==> config.mk <==
export PLATFORM = sky130hd
export DESIGN_NAME = io_coordinator_param
export DESIGN_NICKNAME = d
export VERILOG_FILES = /design/src/rtl/io_coordinator_param.sv
export SDC_FILE = /design/constraint.sdc
export NUM_CORES = 1
export LEC_CHECK = 0
export CORE_ASPECT_RATIO = 0.75
export CORE_MARGIN = 2
export CORE_UTILIZATION = 50
export CTS_CLUSTER_SIZE = 16
export DETAILED_ROUTE_END_ITERATION = 8
export HOLD_SLACK_MARGIN = 0.12
export PLACE_DENSITY = 0.76
export SLEW_MARGIN = 40
export SYNTH_ARGS = -nofsm -noshare
export SYNTH_HDL_FRONTEND = slang
export SYNTH_SLANG_ARGS = --single-unit
==> constraint.sdc <==
create_clock -name clk -period 5.1 [get_ports clk]
set_clock_uncertainty 0.1 [all_clocks]
set_input_delay 0.51 -clock clk [delete_from_list [all_inputs] [get_ports clk]]
set_output_delay 0.51 -clock clk [all_outputs]
set_load 0.02 [all_outputs]
==> src/rtl/io_coordinator_param.sv <==
// Host-to-RAM transfer sequencer: unpacks host words into RAM bytes in load mode and fetches
// the classifier result byte in cnn mode, with a request timeout and dropped-word tracking.
module io_coordinator_param #(
  parameter int unsigned       DIN_W     = 16,
  parameter int unsigned       DATA_W    = 8,
  parameter int unsigned       ADDR_W    = 16,
  parameter int unsigned       CLS_W     = 4,
  parameter logic [ADDR_W-1:0] IMG_BASE  = '0,
  parameter int unsigned       IMG_WORDS = 392,
  parameter logic [ADDR_W-1:0] RES_ADDR  = '1,
  parameter int unsigned       TIMEOUT   = 255
) (
  input  logic              clk,
  input  logic              RST,
  input  logic              interrupt,
  input  logic              load,
  input  logic              cnn,
  input  logic [DIN_W-1:0]  Din,
  output logic [CLS_W-1:0]  Dout,
  output logic [ADDR_W-1:0] ramAddress,
  output logic [DATA_W-1:0] ramDataOut,
  input  logic [DATA_W-1:0] ramDataIn,
  output logic              writeSignal,
  output logic              readSignal,
  input  logic              ramDoneWrite,
  input  logic              ramDoneRead,
  output logic              ready,
  output logic              busy,
  output logic              done,
  output logic              error,
  output logic              dropped
);

  localparam int unsigned BPW   = DIN_W / DATA_W;
  localparam int unsigned IdxW  = (BPW > 1) ? $clog2(BPW) : 1;
  localparam int unsigned WcntW = (IMG_WORDS > 1) ? $clog2(IMG_WORDS) : 1;
  localparam int unsigned TmoW  = $clog2(TIMEOUT + 1);

  localparam logic [IdxW-1:0]  IdxLast  = IdxW'(BPW - 1);
  localparam logic [WcntW-1:0] WcntLast = WcntW'(IMG_WORDS - 1);
  localparam logic [TmoW-1:0]  TmoLast  = TmoW'(TIMEOUT - 1);

  typedef enum logic [2:0] {
    StIdle,
    StWaitWord,
    StWrReq,
    StWrWait,
    StRdReq,
    StRdWait,
    StDone
  } state_e;

  state_e state_q, state_d;

  logic [ADDR_W-1:0] addr_q, addr_d;
  logic [WcntW-1:0]  wcnt_q, wcnt_d;
  logic [IdxW-1:0]   idx_q, idx_d;
  logic [DIN_W-1:0]  word_q, word_d;
  logic [TmoW-1:0]   wait_q, wait_d;
  logic [CLS_W-1:0]  dout_q, dout_d;
  logic              error_q, error_d;
  logic              dropped_q, dropped_d;

  logic [ADDR_W-1:0] ram_addr_q, ram_addr_d;
  logic [DATA_W-1:0] ram_wdata_q, ram_wdata_d;
  logic              write_q, read_q, ready_q, busy_q, done_q;

  logic [DATA_W-1:0] cur_byte;
  logic              timeout;

  assign cur_byte = word_q[idx_q*DATA_W +: DATA_W];
  assign timeout  = (wait_q == TmoLast);

  always_comb begin
    state_d     = state_q;
    addr_d      = addr_q;
    wcnt_d      = wcnt_q;
    idx_d       = idx_q;
    word_d      = word_q;
    wait_d      = wait_q;
    dout_d      = dout_q;
    error_d     = error_q;
    dropped_d   = dropped_q;
    ram_addr_d  = ram_addr_q;
    ram_wdata_d = ram_wdata_q;

    unique case (state_q)
      StIdle: begin
        if (load) begin
          state_d   = StWaitWord;
          addr_d    = IMG_BASE;
          wcnt_d    = '0;
          dropped_d = 1'b0;
        end else if (cnn) begin
          state_d = StRdReq;
        end
      end
      StWaitWord: begin
        if (interrupt) begin
          word_d  = Din;
          idx_d   = '0;
          state_d = StWrReq;
        end
      end
      StWrReq: begin
        ram_addr_d  = addr_q;
        ram_wdata_d = cur_byte;
        wait_d      = '0;
        state_d     = StWrWait;
      end
      StWrWait: begin
        // A completion arriving in the timeout cycle still counts as success.
        if (ramDoneWrite) begin
          addr_d = addr_q + ADDR_W'(1);
          if (idx_q != IdxLast) begin
            idx_d   = idx_q + IdxW'(1);
            state_d = StWrReq;
          end else if (wcnt_q == WcntLast) begin
            state_d = StDone;
          end else begin
            wcnt_d  = wcnt_q + WcntW'(1);
            state_d = StWaitWord;
          end
        end else if (timeout) begin
          error_d = 1'b1;
          state_d = StDone;
        end else begin
          wait_d = wait_q + TmoW'(1);
        end
      end
      StRdReq: begin
        ram_addr_d = RES_ADDR;
        wait_d     = '0;
        state_d    = StRdWait;
      end
      StRdWait: begin
        if (ramDoneRead) begin
          dout_d  = ramDataIn[CLS_W-1:0];
          state_d = StDone;
        end else if (timeout) begin
          error_d = 1'b1;
          state_d = StDone;
        end else begin
          wait_d = wait_q + TmoW'(1);
        end
      end
      StDone: begin
        state_d = StIdle;
      end
      default: begin
        state_d = StIdle;
      end
    endcase

    // Host strobes while a byte is in flight are lost.
    if (interrupt && (state_q == StWrReq || state_q == StWrWait)) begin
      dropped_d = 1'b1;
    end
  end

  always_ff @(posedge clk) begin
    if (RST) begin
      state_q     <= StIdle;
      addr_q      <= '0;
      wcnt_q      <= '0;
      idx_q       <= '0;
      word_q      <= '0;
      wait_q      <= '0;
      dout_q      <= '0;
      error_q     <= 1'b0;
      dropped_q   <= 1'b0;
      ram_addr_q  <= '0;
      ram_wdata_q <= '0;
      write_q     <= 1'b0;
      read_q      <= 1'b0;
      ready_q     <= 1'b0;
      busy_q      <= 1'b0;
      done_q      <= 1'b0;
    end else begin
      state_q     <= state_d;
      addr_q      <= addr_d;
      wcnt_q      <= wcnt_d;
      idx_q       <= idx_d;
      word_q      <= word_d;
      wait_q      <= wait_d;
      dout_q      <= dout_d;
      error_q     <= error_d;
      dropped_q   <= dropped_d;
      ram_addr_q  <= ram_addr_d;
      ram_wdata_q <= ram_wdata_d;
      write_q     <= (state_d == StWrWait);
      read_q      <= (state_d == StRdWait);
      ready_q     <= (state_d == StWaitWord);
      busy_q      <= (state_d != StIdle);
      done_q      <= (state_d == StDone);
    end
  end

  assign Dout        = dout_q;
  assign ramAddress  = ram_addr_q;
  assign ramDataOut  = ram_wdata_q;
  assign writeSignal = write_q;
  assign readSignal  = read_q;
  assign ready       = ready_q;
  assign busy        = busy_q;
  assign done        = done_q;
  assign error       = error_q;
  assign dropped     = dropped_q;

  if (CLS_W < DATA_W) begin : g_rdata_upper
    logic unused_rdata_upper;
    assign unused_rdata_upper = ^ramDataIn[DATA_W-1:CLS_W];
  end

endmodule

==> metrics <==
DRT Wirelength=slightly below 8 mm; Register Area=0.00176 mm2; die area=0.00821 mm2; first-pass GRT wire length=between 10 and 15 mm; Crit. End Element=flip-flop; initial antenna violation count=0; sequential cell area fraction in the yosys report=47.0%; Mapped Nets=around 480; worst vdd ir=between 0.0002 and 0.00025 V; footprint of the multi-input gates=approximately 0.0019 mm2; largest net degree at the start of global routing=58; Synth top area share=between 40% and 50%; final setup TNS=0 ns; Critical Path Start Type=flip-flop; post-route ant nets=0; Area contributors post-synth=dfxtp_1 47%, nand2_1 8.1%, nor2_1 4.8%; placed cells=578; later-pin clock latency in the skew report=approximately 0.36 ns; clk root buf=clkbuf_8; initial drt markers=about 140; Max-cap violations=0; CP startpoint=state_q[0]; Reg2Reg Launch Point=state_q[0]; Worst Reg-to-Reg Cells=5; cells along the critical path=nand3_1 -> a21oi_4 -> a21oi_2 -> or4_1 -> a21oi_1; n_diodes=0; Area Overhead vs Synth=22.0%; WP data arrival=2.65 ns; syn avg cell area=between 8 and 9 um2; max incr delay on CP=approximately 0.70 ns; Hold Violations, Final=0; RSZ-0062 raised after global routing=false; CP max-delay cell=dfxtp_1; port bufs=61; async set or reset register ratio after synthesis=0%; number of synthesized flops with an enable pin=0; Worst Path Buf+Inv=0; Req. time, crit path=5.29 ns; critical path depth=5; initial core utilization=between 50% and 60%; DRC Markers=0; Fmax=approximately 410 MHz; synthesized flop and latch total=88; Clock Tree Buf Depth=2; Cell variety after synth=47; DR vias/cell=approximately 5.3; Leak Pwr=1.53 nW; P per Cell Area=approximately 320 mW/mm2; number of global-route vias before repair=roughly 2900; 1st-pass router iterations=4; CTS tree=yes; Hold-fix buffers, CTS=0; Detail Placement HPWL=5.35 mm; Reg clk slew, reported paths=roughly 0.090 ns; Top FF cell, synth=dfxtp_1; Synthesis Warnings=0; total track usage=20.4%; Setup Buffers After CTS=0; Synth Instances=442; Num CTS Buffers=9; die height=79.0 um; core area=between 0.007 and 0.008 mm2; Post-Synthesis Cell Area=between 0.003 and 0.004 mm2; Std-Cell Rows=27; RePlAce Congestion=around 0.85; worst-margin pin slew=between 0.6 and 0.7 ns; post-synth top area cell=dfxtp_1; fill cell count=roughly 650; minimum clock period after layout=roughly 2.5 ns; final setup vio count=0; CP Max Fanout=20; Final Cycle Share=between 40 and 50%; total vias in the final route=approximately 3200; Hold Crit Class=flip-flop to flip-flop; Resize count post-CTS=0; Finished Layout Cells=~590; wire per inst=approximately 13 um; critical path's top delay family=simple AND/OR/NAND/NOR gates; status=complete, no violations; total grt overflow=0; nets@finish=around 520; DIE WIDTH=104 um; IO Pins=66; final slew viol count=0; critical path class=flip-flop to flip-flop; share of cells above drive strength 1=approximately 6.1%; Rel. slew slack=a little over half; worst hold path cell count=2; hold path start=word_q[11]; CTS HTree Levels=3; Num Clock Sinks=88
-- worst min-delay path, stage by stage (launching register included) --
cell and delay [ns]:
dfxtp_1 0.32, nand2_1 0.05, a21oi_1 0.05
-- layer usage --
layer | wire [um] | track usage (%) | vias to the layer above | share of wire (%)
li1 | - | - | 1632 | -
met1 | 3920 | 26.9 | 1461 | 50
met2 | 3440 | 32.5 | 68 | 44
met3 | 417 | 5.75 | 11 | 5.3
met4 | 100 | 6.89 | 0 | 1.3
met5 | 0 | 0 | - | 0
-- cells in the final DEF, fill, tap and decap left out, types with 11 or more instances in the layout --
cell             count
a211oi_1            13
a21oi_1             33
a31oi_1             17
clkbuf_8            11
clkdlybuf4s50_1     60
dfxtp_1             88
mux2i_1             13
nand2_1             81
nand3_1             15
nor2_1              48
xnor2_1             12
-- flip-flops by register name, indices dropped and copies added (netlist names) --
register and flops:
ramAddress 16, done 1, state_q 3, ramDataOut 8, error 1, wcnt_q 9, addr_q 16, idx_q 1
word_q 16, writeSignal 1, busy 1, ready 1, readSignal 1, dropped 1, Dout 4, wait_q 8
-- final cells by class --
cell class	instances	share of cell area, %
clock buffers	11	3.31
multi-input cells	322	40.6
inverters	5	0.411
flip-flops and latches	88	38.5
clock inverters	5	0.876
well taps	101	2.76
repair buffers	62	13.5
-- synth_stat cells, types with 8 or more instances --
master    number
a21oi_1       33
nand2_1       81
clkbuf_1      22
a211oi_1      13
xor2_1         9
dfxtp_1       88
nand3_1       15
a31oi_1       17
nor2_1        48
mux2i_1       13
nand4_1        8
xnor2_1       12
-- cells by family after synthesis --
family	count (synthesis)	synth area share, %
and+or+nand+nor	198	25.2
DFF	88	47.0
AOI/OAI and AO/OA	86	14.6
buffers and inverters	32	3.54
xor gates and xnor gates	21	4.91
muxes	13	3.47
adders and majority gates	4	1.34
-- report_power, final --
part,leakage (nW),internal [W],switching [W]
combinational,0.727,0.000106,0.000134
clock,0.0882,0.000206,0.000256
sequential,0.713,0.000725,0.0000340
-- final timing paths --
check                to  slack (ns)
max           wcnt_q[7]        2.64
min          word_q[11]        0.36
max reg2reg   wcnt_q[7]        2.64
min reg2reg  word_q[11]        0.36
-- stage by stage --
stage               setup slack, ns  power (W)  util [%]  hold slack, ns  instance area (um2)
detailed placement             2.33    0.00101      60.0           0.348                 4380
floorplan                      3.10   0.000921         -           0.336                 3750
finish                         2.64    0.00146      62.6           0.359                 4570
CTS                            2.67    0.00147      62.6           0.360                 4570
global placement               2.36    0.00101      60.0           0.342                 4380
global route                   2.45    0.00153      62.6           0.377                 4570
(Power assumes the default switching activity.)
